--- src/rtl/fir_seq_mac.sv ---
// fir_seq_mac: time-multiplexed FIR core, one shared multiplier, loadable coefficients, valid/ready sample in and saturated result out
module fir_seq_mac #(
  parameter int DATA_W   = 8,
  parameter int COEFF_W  = 8,
  parameter int NUM_TAPS = 4,
  parameter int OUT_W    = 8,
  parameter int SHIFT    = 0,
  localparam int SEL_W   = ($clog2(NUM_TAPS) > 1) ? $clog2(NUM_TAPS) : 1,
  localparam int ACC_W   = DATA_W + COEFF_W + $clog2(NUM_TAPS)
) (
  input  logic               clk,
  input  logic               rst_n,
  input  logic               ena,
  input  logic               coeff_wr,
  input  logic [SEL_W-1:0]   coeff_sel,
  input  logic [COEFF_W-1:0] coeff_data,
  input  logic               flush,
  input  logic               in_valid,
  output logic               in_ready,
  input  logic [DATA_W-1:0]  in_data,
  output logic               out_valid,
  input  logic               out_ready,
  output logic [OUT_W-1:0]   out_data,
  output logic               out_sat,
  output logic               busy
);
  localparam int PW = DATA_W + COEFF_W;
  localparam int RW = (ACC_W > OUT_W) ? ACC_W : OUT_W;
  typedef enum logic [1:0] {IDLE, MAC, OUT} state_t;
  state_t state_q, state_d;
  logic [SEL_W-1:0] idx_q, idx_d;
  logic [ACC_W-1:0] acc_q, acc_d, acc_fin;
  logic [DATA_W-1:0] x_q [NUM_TAPS];
  logic [DATA_W-1:0] x_d [NUM_TAPS];
  logic [COEFF_W-1:0] c_q [NUM_TAPS];
  logic [COEFF_W-1:0] c_d [NUM_TAPS];
  logic out_valid_q, out_valid_d, out_sat_q, out_sat_d, sat;
  logic [OUT_W-1:0] out_data_q, out_data_d;
  logic [PW-1:0] prod;
  logic [RW-1:0] r;
  assign in_ready  = rst_n && ena && state_q == IDLE;
  assign out_valid = out_valid_q;
  assign out_data  = out_data_q;
  assign out_sat   = out_sat_q;
  assign busy      = state_q != IDLE;
  always_comb begin
    state_d     = state_q;
    idx_d       = idx_q;
    acc_d       = acc_q;
    x_d         = x_q;
    c_d         = c_q;
    out_valid_d = out_valid_q;
    out_data_d  = out_data_q;
    out_sat_d   = out_sat_q;
    prod        = PW'(x_q[idx_q]) * PW'(c_q[idx_q]);
    acc_fin     = acc_q + ACC_W'(prod);
    r           = RW'(acc_fin) >> SHIFT;
    sat         = r > RW'({OUT_W{1'b1}});
    if (ena && state_q == IDLE) begin
      if (flush) x_d = '{default: '0};
      for (int k = 0; k < NUM_TAPS; k++)
        if (coeff_wr && coeff_sel == SEL_W'(k)) c_d[k] = coeff_data;
      if (in_valid) begin
        x_d[0] = in_data;
        for (int k = 1; k < NUM_TAPS; k++) x_d[k] = flush ? '0 : x_q[k-1];
        acc_d   = '0;
        idx_d   = '0;
        state_d = MAC;
      end
    end else if (ena && state_q == MAC) begin
      acc_d = acc_fin;
      idx_d = idx_q + SEL_W'(1);
      if (idx_q == SEL_W'(NUM_TAPS - 1)) begin
        out_data_d  = sat ? '1 : r[OUT_W-1:0];
        out_sat_d   = sat;
        out_valid_d = 1'b1;
        state_d     = OUT;
      end
    end else if (ena && state_q == OUT && out_ready) begin
      out_valid_d = 1'b0;
      state_d     = IDLE;
    end
  end
  always_ff @(posedge clk) begin
    if (!rst_n) begin
      state_q     <= IDLE;
      idx_q       <= '0;
      acc_q       <= '0;
      x_q         <= '{default: '0};
      c_q         <= '{default: '0};
      out_valid_q <= 1'b0;
      out_data_q  <= '0;
      out_sat_q   <= 1'b0;
    end else begin
      state_q     <= state_d;
      idx_q       <= idx_d;
      acc_q       <= acc_d;
      x_q         <= x_d;
      c_q         <= c_d;
      out_valid_q <= out_valid_d;
      out_data_q  <= out_data_d;
      out_sat_q   <= out_sat_d;
    end
  end
endmodule
--- config.mk ---
export PLATFORM = sky130hd
export DESIGN_NAME = fir_seq_mac
export DESIGN_NICKNAME = d
export VERILOG_FILES = /design/src/rtl/fir_seq_mac.sv
export SDC_FILE = /design/constraint.sdc
export NUM_CORES = 1
export LEC_CHECK = 0
export ABC_CLOCK_PERIOD_IN_PS = 6900
export CORE_MARGIN = 3
export CORE_UTILIZATION = 40
export DETAILED_ROUTE_END_ITERATION = 12
export PLACE_DENSITY = 0.56
export SETUP_SLACK_MARGIN = 0.4
export SLEW_MARGIN = 20
export SYNTH_ARGS = -nofsm -noshare
export SYNTH_HDL_FRONTEND = slang
export SYNTH_SLANG_ARGS = --single-unit
--- constraint.sdc ---
create_clock -name clk -period 6.9 [get_ports clk]
set_input_delay 0.69 -clock clk [delete_from_list [all_inputs] [get_ports clk]]
set_output_delay 0.69 -clock clk [all_outputs]
set_load 0.03 [all_outputs]
==> impl_metrics.json <==
{
  "min_period_ps": 5940,
  "synth_area_mm2": 0.00675,
  "grt_pass1_wl_um": 26200,
  "htree_levels": 3,
  "crit_path_start": "idx_q[1]$_SDFFE_PN0P_",
  "cts_hold_buf": 0,
  "startpoint_type": "flip-flop",
  "reg2reg_from": "idx_q[1]$_SDFFE_PN0P_",
  "grt_pass1_vias": 5134,
  "diodes": 0,
  "tightest_slew_ps": 1040,
  "seq_area_mm2": 0.00192,
  "powerDensity_mw_per_mm2": 151,
  "multi_input_area_mm2": 0.00435,
  "cp_max_fo": 15,
  "die_y_um": 136,
  "clock-root-buffer": "clkbuf_16",
  "fmax_mhz": 168,
  "clkSinkCount": 96,
  "fillers": 1567,
  "post_cts_resized": 0,
  "clk_latency_ps": 350,
  "detailedPlace.worstSlack_ps": 948,
  "synth.distinct_cells": 53,
  "port-buffer-count": 36,
  "antenna_found_initial": 0,
  "gp_routability_congestion": 0.812,
  "ant_nets": 0,
  "p_leak_uw": 0.00311,
  "grt_max_degree": 98,
  "status": "finished clean",
  "row_count": 46,
  "finalHoldViolCount": 0,
  "wirelength_um": 15900,
  "dieWidth_um": 136,
  "critPathMaxStageDelay_ps": 850,
  "crit_buf_inv": 3,
  "pin_count": 37,
  "synth_top_area_cell": "dfxtp_1",
  "die-area_mm2": 0.0185,
  "critical_path_class": "flip-flop to flip-flop",
  "num_vias": 5103,
  "grt_usage_pct": 17.8,
  "post-dp-hpwl_um": 11900,
  "post-route-period-util_pct": 86.1,
  "tns_ps": 0,
  "slowest_stage": "dfxtp_1",
  "crit_top_cell": "fa_1",
  "cp_cell_sequence": "mux4_2 -> nand2_1 -> fa_1 -> inv_1 -> fa_1 -> fa_1 -> inv_1 -> fa_1 -> inv_1 -> ha_1 -> a21oi_1 -> nand2_1 -> o211ai_1 -> a31oi_1 -> xor2_1 -> nor3_4 -> a21oi_1",
  "grt_overflow": 0,
  "netlist.area_leader.share_pct": 28.5,
  "drc": 0,
  "async_flop_share_pct": 0,
  "syn_nets": 841,
  "critPathTopFamily": "adder cells",
  "worst_ir_drop_vdd_uv": 96.5,
  "finalSetupViolCount": 0,
  "syn2layout_area_growth_pct": 12.3,
  "cts_buffers": 9,
  "initialDrtViolationCount": 273,
  "dr.pass1.iters": 4,
  "vias_per_cell": 5.27,
  "slew_violations": 0,
  "ys_seq_area_share_pct": 28.5,
  "yosys_warnings": 0,
  "relSlewSlack_pct": 30.9,
  "wl_per_cell_um": 16.4,
  "synth_edf_count": 0,
  "crit_arrival_ps": 6160,
  "min_path_type": "flip-flop to flip-flop",
  "clk_pin_slew_ps": 70,
  "hp-start": "c_q[15]$_SDFFE_PN0P_",
  "core_area_mm2": 0.0162,
  "cts_tree": "built",
  "drive_gt1_share_pct": 6.91,
  "cts_setup_buffers": 0,
  "critPathCaptureType": "flip-flop",
  "synth_seq_cells": 96,
  "syn_avg_cell_area_um2": 9.31,
  "synthCells": 725,
  "worstPathRequired_ps": 7120,
  "synth.area.top_cells": "dfxtp_1, fa_1, ha_1",
  "synth_top_flop_cell": "dfxtp_1",
  "start_util_pct": 41.7,
  "rsz0062_at_grt": "no",
  "drv_cap": 0,
  "fin_nets": 864,
  "setup_ws_ps": 959,
  "clock_skew_ps": 8.52,
  "cts_buffer_depth": 2
}
[path summary, 6_finish.rpt]
check | end | slack, ps | depth (start not counted)
max | out_data[2]$_SDFFE_PN0P_ | 960 | 17
min | c_q[15]$_SDFFE_PN0P_ | 470 | 2
max reg2reg | out_data[2]$_SDFFE_PN0P_ | 960 | 17
min reg2reg | c_q[15]$_SDFFE_PN0P_ | 470 | 2
[sequential cells by signal, indices dropped and copies added (netlist names)]
signal,count
c_q,32
x_q,32
acc_q,18
out_data,8
idx_q,2
state_q,2
out_sat,1
out_valid,1
[through the flow]
stage / utilization, % / power (uW) / instance area [um2] / cells / hold WS [ps]
final: 46.9 / 1150 / 7580 / 969 / 468
after global routing: 46.9 / 1190 / 7580 / 969 / 494
after CTS: 46.9 / 1160 / 7580 / 969 / 470
after detailed placement: 45.1 / 675 / 7300 / 953 / 460
after global placement: 45.1 / 673 / 7300 / 953 / 453
after floorplan: - / 635 / 6750 / 725 / 435
[cell usage after synthesis (all sizes together) (2+ instances only)]
cell and instances:
nor2 12, clkbuf 23, o21ai 20, and2 45
a22oi 36, fa 50, nand4 4, o31a 2
a21boi 26, nand3b 2, nor2b 56, o211ai 3
ha 41, nor3 8, and3 3, a21o 5
dfxtp 96, mux2i 16, a21oi 25, nand2 66
nor4 7, nand2b 4, mux4 16, inv 99
buf 5, nand3 29, xor2 4, xnor2 6
[metal layers]
metal | up-vias | wire [um] | GRT usage [%] | share of wire (%)
met5 | - | 0 | 0 | 0
met3 | 15 | 367 | 1.89 | 2.3
met2 | 65 | 7790 | 30.0 | 49
met1 | 2536 | 7480 | 24.2 | 47
met4 | 0 | 256 | 5.77 | 1.6
li1 | 2487 | - | - | -
[cell usage in the layout, fill, tap and decap left out, types with 3 or more instances in the layout]
cell type         n
nor4_1            7
nor2_1           11
nor3_1            5
clkdlybuf4s50_1  35
o211ai_1          3
clkbuf_16         9
mux2i_1          16
and3_1            3
fa_1             50
ha_1             41
xor2_1            3
a21o_1            4
buf_4             4
o21ai_0          18
inv_1            99
and2_1           45
nand2_1          66
nand4_1           3
nand2b_1          4
a21boi_0         24
nand3_1          29
mux4_2           16
dfxtp_1          96
nor2b_1          56
xnor2_1           6
a22oi_1          36
a21oi_1          24
[area by class of cell]
class                   instances  share of cell area [%]
multi-input cells             502                    57.4
flip-flops and latches         96                    25.3
repair buffers                 40                    5.08
inverters                      99                    4.90
well taps                     216                    3.56
clock buffers                  10                    3.02
clock inverters                 6                   0.709
[power by group]
group	switching (uW)	total (uW)	internal, uW
Combinational	56.8	95.7	38.9
Sequential	4.99	566	561
Clock	235	485	250
Total	297	1150	849
[worst min-delay path: stages (launching register included)]
cell and delay (ps):
dfxtp_1 310, nand2_1 50, a21boi_0 60
[logic make-up after synthesis]
group                      count (synthesis)  synth area share [%]
AOI/OAI and AO/OA                        126                  13.2
buffers and inverters                    127                  7.10
muxes                                     33                  7.88
and+or+nand+nor                          242                  19.5
adders and majority gates                 91                  22.4
xor gates and xnor gates                  10                  1.41
DFF                                       96                  28.5
No activity file was read; power rests on OpenSTA's default activity.
